===== src/rtl/fetch_pkg.sv =====
// fetch_pkg: shared types for the instruction fetch path.
//  XLEN            architectural register / address width
//  fetch_state_t   fetch sequencer FSM states
//  redirect_t      redirect-priority encoding, also used by the trap/CSR block
package fetch_pkg;

  localparam int XLEN = 32;

  typedef enum logic [1:0] {
    S_BOOT,
    S_REQ,
    S_HOLD
  } fetch_state_t;

  // Ordered by priority: a trap beats a branch; a misaligned branch target
  // is converted into a trap to TRAP_VECTOR.
  typedef enum logic [1:0] {
    RD_NONE,
    RD_TRAP,
    RD_BRANCH,
    RD_MISALIGNED
  } redirect_t;

endpackage


===== src/rtl/fetch_sequencer_next_pc_select.sv =====
// next_pc_select: combinational priority mux for the fetch PC.
//  pc             in   current fetch PC
//  trap           in   trap request
//  branch_taken   in   branch redirect request
//  branch_target  in   branch redirect target
//  kind           out  which redirect (if any) wins this cycle
//  redirect_pc    out  target PC when kind != RD_NONE
//  seq_pc         out  sequential PC (pc + 4, wraps modulo 2^32)
//  misaligned     out  branch target not word aligned and no trap present
module next_pc_select
  import fetch_pkg::*;
#(
  parameter logic [XLEN-1:0] TRAP_VECTOR = 32'h0000_0100
) (
  input  logic [XLEN-1:0] pc,
  input  logic            trap,
  input  logic            branch_taken,
  input  logic [XLEN-1:0] branch_target,
  output redirect_t       kind,
  output logic [XLEN-1:0] redirect_pc,
  output logic [XLEN-1:0] seq_pc,
  output logic            misaligned
);

  always_comb begin
    kind        = RD_NONE;
    redirect_pc = TRAP_VECTOR;
    if (trap) begin
      kind = RD_TRAP;
    end else if (branch_taken) begin
      if (branch_target[1:0] == 2'b00) begin
        kind        = RD_BRANCH;
        redirect_pc = branch_target;
      end else begin
        // Misaligned target: fall back to the trap vector.
        kind = RD_MISALIGNED;
      end
    end
  end

  assign seq_pc     = pc + XLEN'(4);
  assign misaligned = (kind == RD_MISALIGNED);

endmodule


===== src/rtl/fetch_sequencer.sv =====
// fetch_sequencer: owns the architectural PC and sequences instruction fetch.
//  One request outstanding at a time, a single-entry instruction buffer for
//  decode, and redirects with priority trap > branch > sequential PC+4.
// Ports:
//  i_Clock, i_Reset (async, active high)
//  o_ImemReq/o_ImemAddr      fetch request and word-aligned address
//  i_ImemAck/i_ImemData      request accepted; data valid in the same cycle
//  o_InstrValid/o_Instruction/o_InstrPc  buffered instruction to decode
//  i_DecodeReady             decode consumes the buffer when valid & ready
//  i_BranchTaken/i_BranchTarget, i_Trap  redirect requests (1-cycle pulses)
//  o_MisalignedTrap          1-cycle pulse after a misaligned branch redirect
module fetch_sequencer
  import fetch_pkg::*;
#(
  parameter logic [XLEN-1:0] RESET_VECTOR = 32'h0000_0000,
  parameter logic [XLEN-1:0] TRAP_VECTOR  = 32'h0000_0100
) (
  input  logic            i_Clock,
  input  logic            i_Reset,
  output logic            o_ImemReq,
  output logic [XLEN-1:0] o_ImemAddr,
  input  logic            i_ImemAck,
  input  logic [XLEN-1:0] i_ImemData,
  output logic            o_InstrValid,
  output logic [XLEN-1:0] o_Instruction,
  output logic [XLEN-1:0] o_InstrPc,
  input  logic            i_DecodeReady,
  input  logic            i_BranchTaken,
  input  logic [XLEN-1:0] i_BranchTarget,
  input  logic            i_Trap,
  output logic            o_MisalignedTrap
);

  fetch_state_t    state_reg, state_next;
  logic [XLEN-1:0] pc_reg, pc_next;
  logic [XLEN-1:0] pending_reg, pending_next;
  logic            squash_reg, squash_next;
  logic [XLEN-1:0] instr_reg, instr_pc_reg;
  logic            misaligned_reg, misaligned_next;
  logic            capture;

  redirect_t       kind;
  logic [XLEN-1:0] redirect_pc;
  logic [XLEN-1:0] seq_pc;
  logic            misaligned;
  logic            redirect;

  next_pc_select #(
    .TRAP_VECTOR(TRAP_VECTOR)
  ) u_next_pc_select (
    .pc           (pc_reg),
    .trap         (i_Trap),
    .branch_taken (i_BranchTaken),
    .branch_target(i_BranchTarget),
    .kind         (kind),
    .redirect_pc  (redirect_pc),
    .seq_pc       (seq_pc),
    .misaligned   (misaligned)
  );

  assign redirect = (kind != RD_NONE);

  always_comb begin
    state_next      = state_reg;
    pc_next         = pc_reg;
    pending_next    = pending_reg;
    squash_next     = squash_reg;
    misaligned_next = 1'b0;
    capture         = 1'b0;
    case (state_reg)
      S_BOOT: begin
        state_next = S_REQ;
      end
      S_REQ: begin
        misaligned_next = misaligned;
        if (i_ImemAck) begin
          if (!squash_reg && !redirect) begin
            capture    = 1'b1;
            pc_next    = seq_pc;
            state_next = S_HOLD;
          end else begin
            // Returned word belongs to a stale path; a redirect arriving with
            // the ack is newer than any pending target.
            pc_next     = redirect ? redirect_pc : pending_reg;
            squash_next = 1'b0;
          end
        end else if (redirect) begin
          // Request cannot be cancelled: keep the address on the bus and
          // remember where to go once it completes.
          pending_next = redirect_pc;
          squash_next  = 1'b1;
        end
      end
      S_HOLD: begin
        misaligned_next = misaligned;
        if (redirect) begin
          pc_next    = redirect_pc;
          state_next = S_REQ;
        end else if (i_DecodeReady) begin
          state_next = S_REQ;
        end
      end
      default: begin
        state_next = S_BOOT;
      end
    endcase
  end

  always_ff @(posedge i_Clock or posedge i_Reset) begin
    if (i_Reset) begin
      state_reg      <= S_BOOT;
      pc_reg         <= RESET_VECTOR;
      pending_reg    <= RESET_VECTOR;
      squash_reg     <= 1'b0;
      instr_reg      <= '0;
      instr_pc_reg   <= '0;
      misaligned_reg <= 1'b0;
    end else begin
      state_reg      <= state_next;
      pc_reg         <= pc_next;
      pending_reg    <= pending_next;
      squash_reg     <= squash_next;
      misaligned_reg <= misaligned_next;
      if (capture) begin
        instr_reg    <= i_ImemData;
        instr_pc_reg <= pc_reg;
      end
    end
  end

  assign o_ImemReq        = (state_reg == S_REQ);
  assign o_ImemAddr       = pc_reg;
  assign o_InstrValid     = (state_reg == S_HOLD);
  assign o_Instruction    = instr_reg;
  assign o_InstrPc        = instr_pc_reg;
  assign o_MisalignedTrap = misaligned_reg;

endmodule

===== config.mk =====
export PLATFORM = sky130hd
export DESIGN_NAME = fetch_sequencer
export DESIGN_NICKNAME = d
export VERILOG_FILES = /design/src/rtl/fetch_pkg.sv /design/src/rtl/fetch_sequencer_next_pc_select.sv /design/src/rtl/fetch_sequencer.sv
export SDC_FILE = /design/constraint.sdc
export NUM_CORES = 1
export LEC_CHECK = 0
export ABC_AREA = 1
export CAP_MARGIN = 20
export CORE_MARGIN = 4
export CORE_UTILIZATION = 35
export CTS_CLUSTER_SIZE = 28
export DETAILED_ROUTE_END_ITERATION = 12
export SLEW_MARGIN = 10
export SYNTH_ARGS = -nofsm -noshare
export SYNTH_HDL_FRONTEND = slang
export SYNTH_SLANG_ARGS = --single-unit

===== constraint.sdc =====
create_clock -name i_Clock -period 6.96 [get_ports i_Clock]
set_clock_uncertainty 0.1 [all_clocks]
set_input_delay 2.088 -clock i_Clock [delete_from_list [all_inputs] [get_ports i_Clock]]
set_output_delay 2.088 -clock i_Clock [all_outputs]
set_load 0.05 [all_outputs]

# Word-level counts from Yosys, hierarchy flattened
# Index checks and enable logic that the tools add are counted.
# Widths: inputs -> output; s select.
dict set report op_classes {
  n_addsub 1
  mul 0
  div_mod_pow 0
  magnitude_cmp 0
  n_eq_ne 8
  n_shift 0
  n_mux 23
  bitwise 1
  n_reduce_logical 13
}
# operator count
set op_table {}
lappend op_table {{$mux 32} 7}
lappend op_table {{$pmux 32 s2} 1}
lappend op_table {{$add 32x3->32 const B} 1}
lappend op_table {{$mux 2} 6}
lappend op_table {{$reduce_and 3->1} 3}
lappend op_table {{$mux 1} 8}
lappend op_table {{$ne 2x1->1 const B} 3}
lappend op_table {{$pmux 2 s3} 1}
lappend op_table {{$reduce_bool 2->1} 3}
lappend op_table {{$eq 2x2->1 const B} 2}
lappend op_table {{$logic_not 2->1} 2}
lappend op_table {{$ne 3x1->1 const B} 1}
lappend op_table {{$eq 2x1->1 const B} 1}
lappend op_table {{$logic_not 1->1} 2}
lappend op_table {{$ne 2x2->1 const B} 1}
lappend op_table {{$reduce_and 2->1} 1}
lappend op_table {{$reduce_or 2->1} 1}
lappend op_table {{$logic_and 1x1->1} 1}
lappend op_table {{$not 1->1} 1}
dict set report word_totals {
  register_bits 132
  latch_bits 0
  ramBits 0
  rom_bits 0
  inputBits 70
  word_cells 53
  n_memories 0
}

# Longest topological paths before layout
dict set report depth {
  ltp_word 10
  depth_mapped 12
  mapped_depth_nobuf 12
}

# Modules after synthesis
# From an unflattened synthesis, not the netlist that was laid out.
dict set report unflattened {
  cells_unflattened 1170
  hier_area_um2 7830.0
}
# mod n_inst cells_per_inst area_each_um2 seq_area_each_um2
set by_module_without_submodules {}
lappend by_module_without_submodules {fetch_sequencer 1 926 6701.4 3303.2}
lappend by_module_without_submodules {next_pc_select 1 244 1128.6 0.0}

# Least setup slack after synthesis
# No wires, ideal clock.
dict set report synth_timing {
  path_kind {register -> output}
  startpoint {reg state_reg[0]}
  endpoint {out o_InstrValid}
  t_arrival_ps 1079
  path_slack_ps 3693
  stages_incl_launch_ff 3
  path_buffers 0
  path_cell_list {dfrtp_1 > inv_1 > ha_1}
}
dict set report synth_via {
  elab_chain_len 1
}
# item line
set synth_rtl {}
lappend synth_rtl {{from (decl)} fetch_sequencer.sv:34} ;# fetch_state_t state_reg, state_next;
lappend synth_rtl {{from (signal assigned)} fetch_sequencer.sv:119} ;# state_reg <= state_next;
lappend synth_rtl {{$eq 2x2->1} fetch_sequencer.sv:133} ;# assign o_InstrValid = (state_reg == S_HOLD);
lappend synth_rtl {{to (decl)} fetch_sequencer.sv:24} ;# output logic o_InstrValid,
# No other way between the ends.

# Worst setup path after layout
# Ends and elaborated chain as after synthesis.

==> results.sh <==
export IMPL_max_slew_worst_pin_slew_ns=1.06
export IMPL_setup_tns_ns=0
export IMPL_drcViolationCount=0
export IMPL_routed_wl_mm=20.3
export IMPL_finalNonFillerCells=1290
export IMPL_synth_edf_count=0
export IMPL_die_w_um=146
export IMPL_cellLeakagePower_nw=4.21
export IMPL_min_period_ns=4.96
export IMPL_powerDensity_nw_per_um2=502
export IMPL_clk_latency_ns=0.42
export IMPL_irDropWorstVdd_uv=186
export IMPL_worst_slack_ns=2.00
export IMPL_cap_violations=0
export IMPL_clk_pin_slew_ns=0.06
export IMPL_cts_tree="yes"
export IMPL_synthToLayoutAreaGrowth_pct=37.7
export IMPL_vias_per_cell=4.78
export IMPL_layout_drive_gt1_share_pct=5.68
export IMPL_crit_arrival_ns=2.77
export IMPL_finalSetupViolations=0
export IMPL_final_max_slew_violation_count=0
export IMPL_ys_seq_area_share_pct=49.9
export IMPL_netlist_area_um2=6620
export IMPL_place_gp_congestion=0.900
export IMPL_dpl_cell_count=1258
export IMPL_grt_pass1_vias=5941
export IMPL_relSlewSlack_pct=29.5
export IMPL_end_kind="output pin"
export IMPL_worst_setup_path_type="reg -> out"
export IMPL_ys_flop_type="dfrtp_1"
export IMPL_die_area_um2=21200
export IMPL_numPortBuffers=168
export IMPL_path_max_fanout=24
export IMPL_grt_max_degree=70
export IMPL_synth_largest_area_cell="dfrtp_1"
export IMPL_status="finished clean"
export IMPL_synth_async_reset_ratio_pct=100
export IMPL_numClockSinks=132
export IMPL_antenna_found_initial=0
export IMPL_cts_made_buffers=17
export IMPL_worstPathRequired_ns=4.77
export IMPL_num_antenna_cells=0
export IMPL_nets=1117
export IMPL_final_antenna_net_count=0
export IMPL_synth_area_top_cells="dfrtp_1 (50%), nand2_1 (20%), inv_1 (5.6%)"
export IMPL_hpwl_mm=14.5
export IMPL_drtIter0Drc=459
export IMPL_first_pass_iters=5
export IMPL_grt_use_total_pct=19.1
export IMPL_coreArea_um2=18600
export IMPL_max_freq_mhz=202
export IMPL_synth_avg_cell_area_um2=7.50
export IMPL_num_vias=6171
export IMPL_num_rows=50
export IMPL_final_hold_viol_count=0
export IMPL_cts_root_buf="clkbuf_16"
export IMPL_grt_pass1_wl_mm=32.6
export IMPL_syn_nets=957
export IMPL_h_tree_depth=4
export IMPL_rsz0062_at_grt="no"
export IMPL_ys_warnings_count=0
export IMPL_overflow=0
export IMPL_ioPinCount=169
export IMPL_synth_top_area_share_pct=49.9
export IMPL_fin_hold_ws_ns=0.368
export IMPL_wl_per_cell_um=15.7
export IMPL_ys_ff_latch=132
export IMPL_period_share_pct=71.2
export IMPL_initial_core_util_pct=35.5
export IMPL_start_kind="register"
export IMPL_yosysUniqueCellTypes=30
export IMPL_syn_inst=883
export IMPL_holdCritPathClass="reg -> reg"
export IMPL_clockBufferDepth=2
export IMPL_hold_buffers=0
export IMPL_place_ws_ns=1.97
export IMPL_die_h_um=146
export IMPL_cts_resized=0
export IMPL_post_cts_repair_setup_buffers=0
[cell usage in the layout, fill, tap and decap left out, types with 13 or more instances in the layout]
cell             synthesis  layout
a21oi_1                 29      29
clkbuf_16                0      17
clkdlybuf4s50_1          0     168
dfrtp_1                132     132
inv_1                   98      97
nand2_1                355     355
nand3_1                 28      28
nor2_1                  52      52
o211ai_1                14      14
o21ai_0                 62      62
o21ai_1                 13      13
o22ai_1                 24      24
[Yosys cell counts, types with 2 or more instances]
cell type,number
o21ai_1,13
nand2_2,2
clkbuf_1,7
nor2_4,5
and2_1,4
nor2_1,52
a21oi_1,29
nand3_1,28
o211ai_1,14
nor2_2,3
inv_1,98
nand4_1,2
buf_2,22
ha_1,4
o22ai_1,24
o31ai_1,6
inv_2,7
dfrtp_1,132
o21ai_0,62
a31oi_1,3
nand2_1,355
buf_4,3
[per-layer routing]
layer / track usage, % / vias to the layer above / wire length, µm
met4: 4.56 / 0 / 203
met1: 27.3 / 2842 / 9900
met3: 4.89 / 20 / 1300
met2: 29.1 / 193 / 8850
met5: 0 / - / 0
li1: - / 3116 / -
[where the power goes]
group	internal, mW	switching, mW	leakage (nW)
clock network	0.628	0.344	0.309
logic	0.709	1.58	2.17
registers	1.06	0.261	1.72
[worst max-delay path, cell delays in order, from the launching register on]
cell and delay (ns):
dfrtp_1 0.39, inv_1 0.10, ha_1 0.87, clkdlybuf4s50_1 0.99
[worst paths after layout]
check                                   from                end  slack (ns)  cells after the start
max                             state_reg[0]       o_InstrValid        2.00                      3
min                        o_Instruction[17]  o_Instruction[17]        0.37                      2
max reg2reg                     state_reg[0]     o_ImemAddr[14]        3.85                     10
min reg2reg                o_Instruction[17]  o_Instruction[17]        0.37                      2
max in group asynchronous            i_Reset  o_Instruction[23]        3.78                      3
min in group asynchronous            i_Reset  o_Instruction[29]        1.97                      2
[cells by family (layout without fill, tap and decap cells)]
| logic type | after synthesis | in the layout | synth area share, % |
|---|---|---|---|
| simple gates | 453 | 453 | 27.4 |
| buf+inv | 139 | 312 | 8.58 |
| compound gates | 155 | 155 | 13.4 |
| flops | 132 | 132 | 49.9 |
| fa+ha+maj | 4 | 4 | 0.756 |
[stage by stage]
step	cell area (µm²)	util, %	power, mW
2_1_floorplan	6620	-	2.79
3_3_place_gp	8480	45.5	3.61
3_5_place_dp	8480	45.5	3.63
4_1_cts	9120	48.9	4.61
5_1_grt	9120	48.9	4.83
6_report	9120	48.9	4.58
[final cells by class]
class                   count  area (µm²)
fillers                  1859        9520
flip-flops and latches    132        3300
multi-input cells         612        2750
repair buffers            175        1730
clock buffers              20         467
inverters                 105         397
well taps                 234         293
clock inverters            12         175
(Power assumes the default switching activity.)
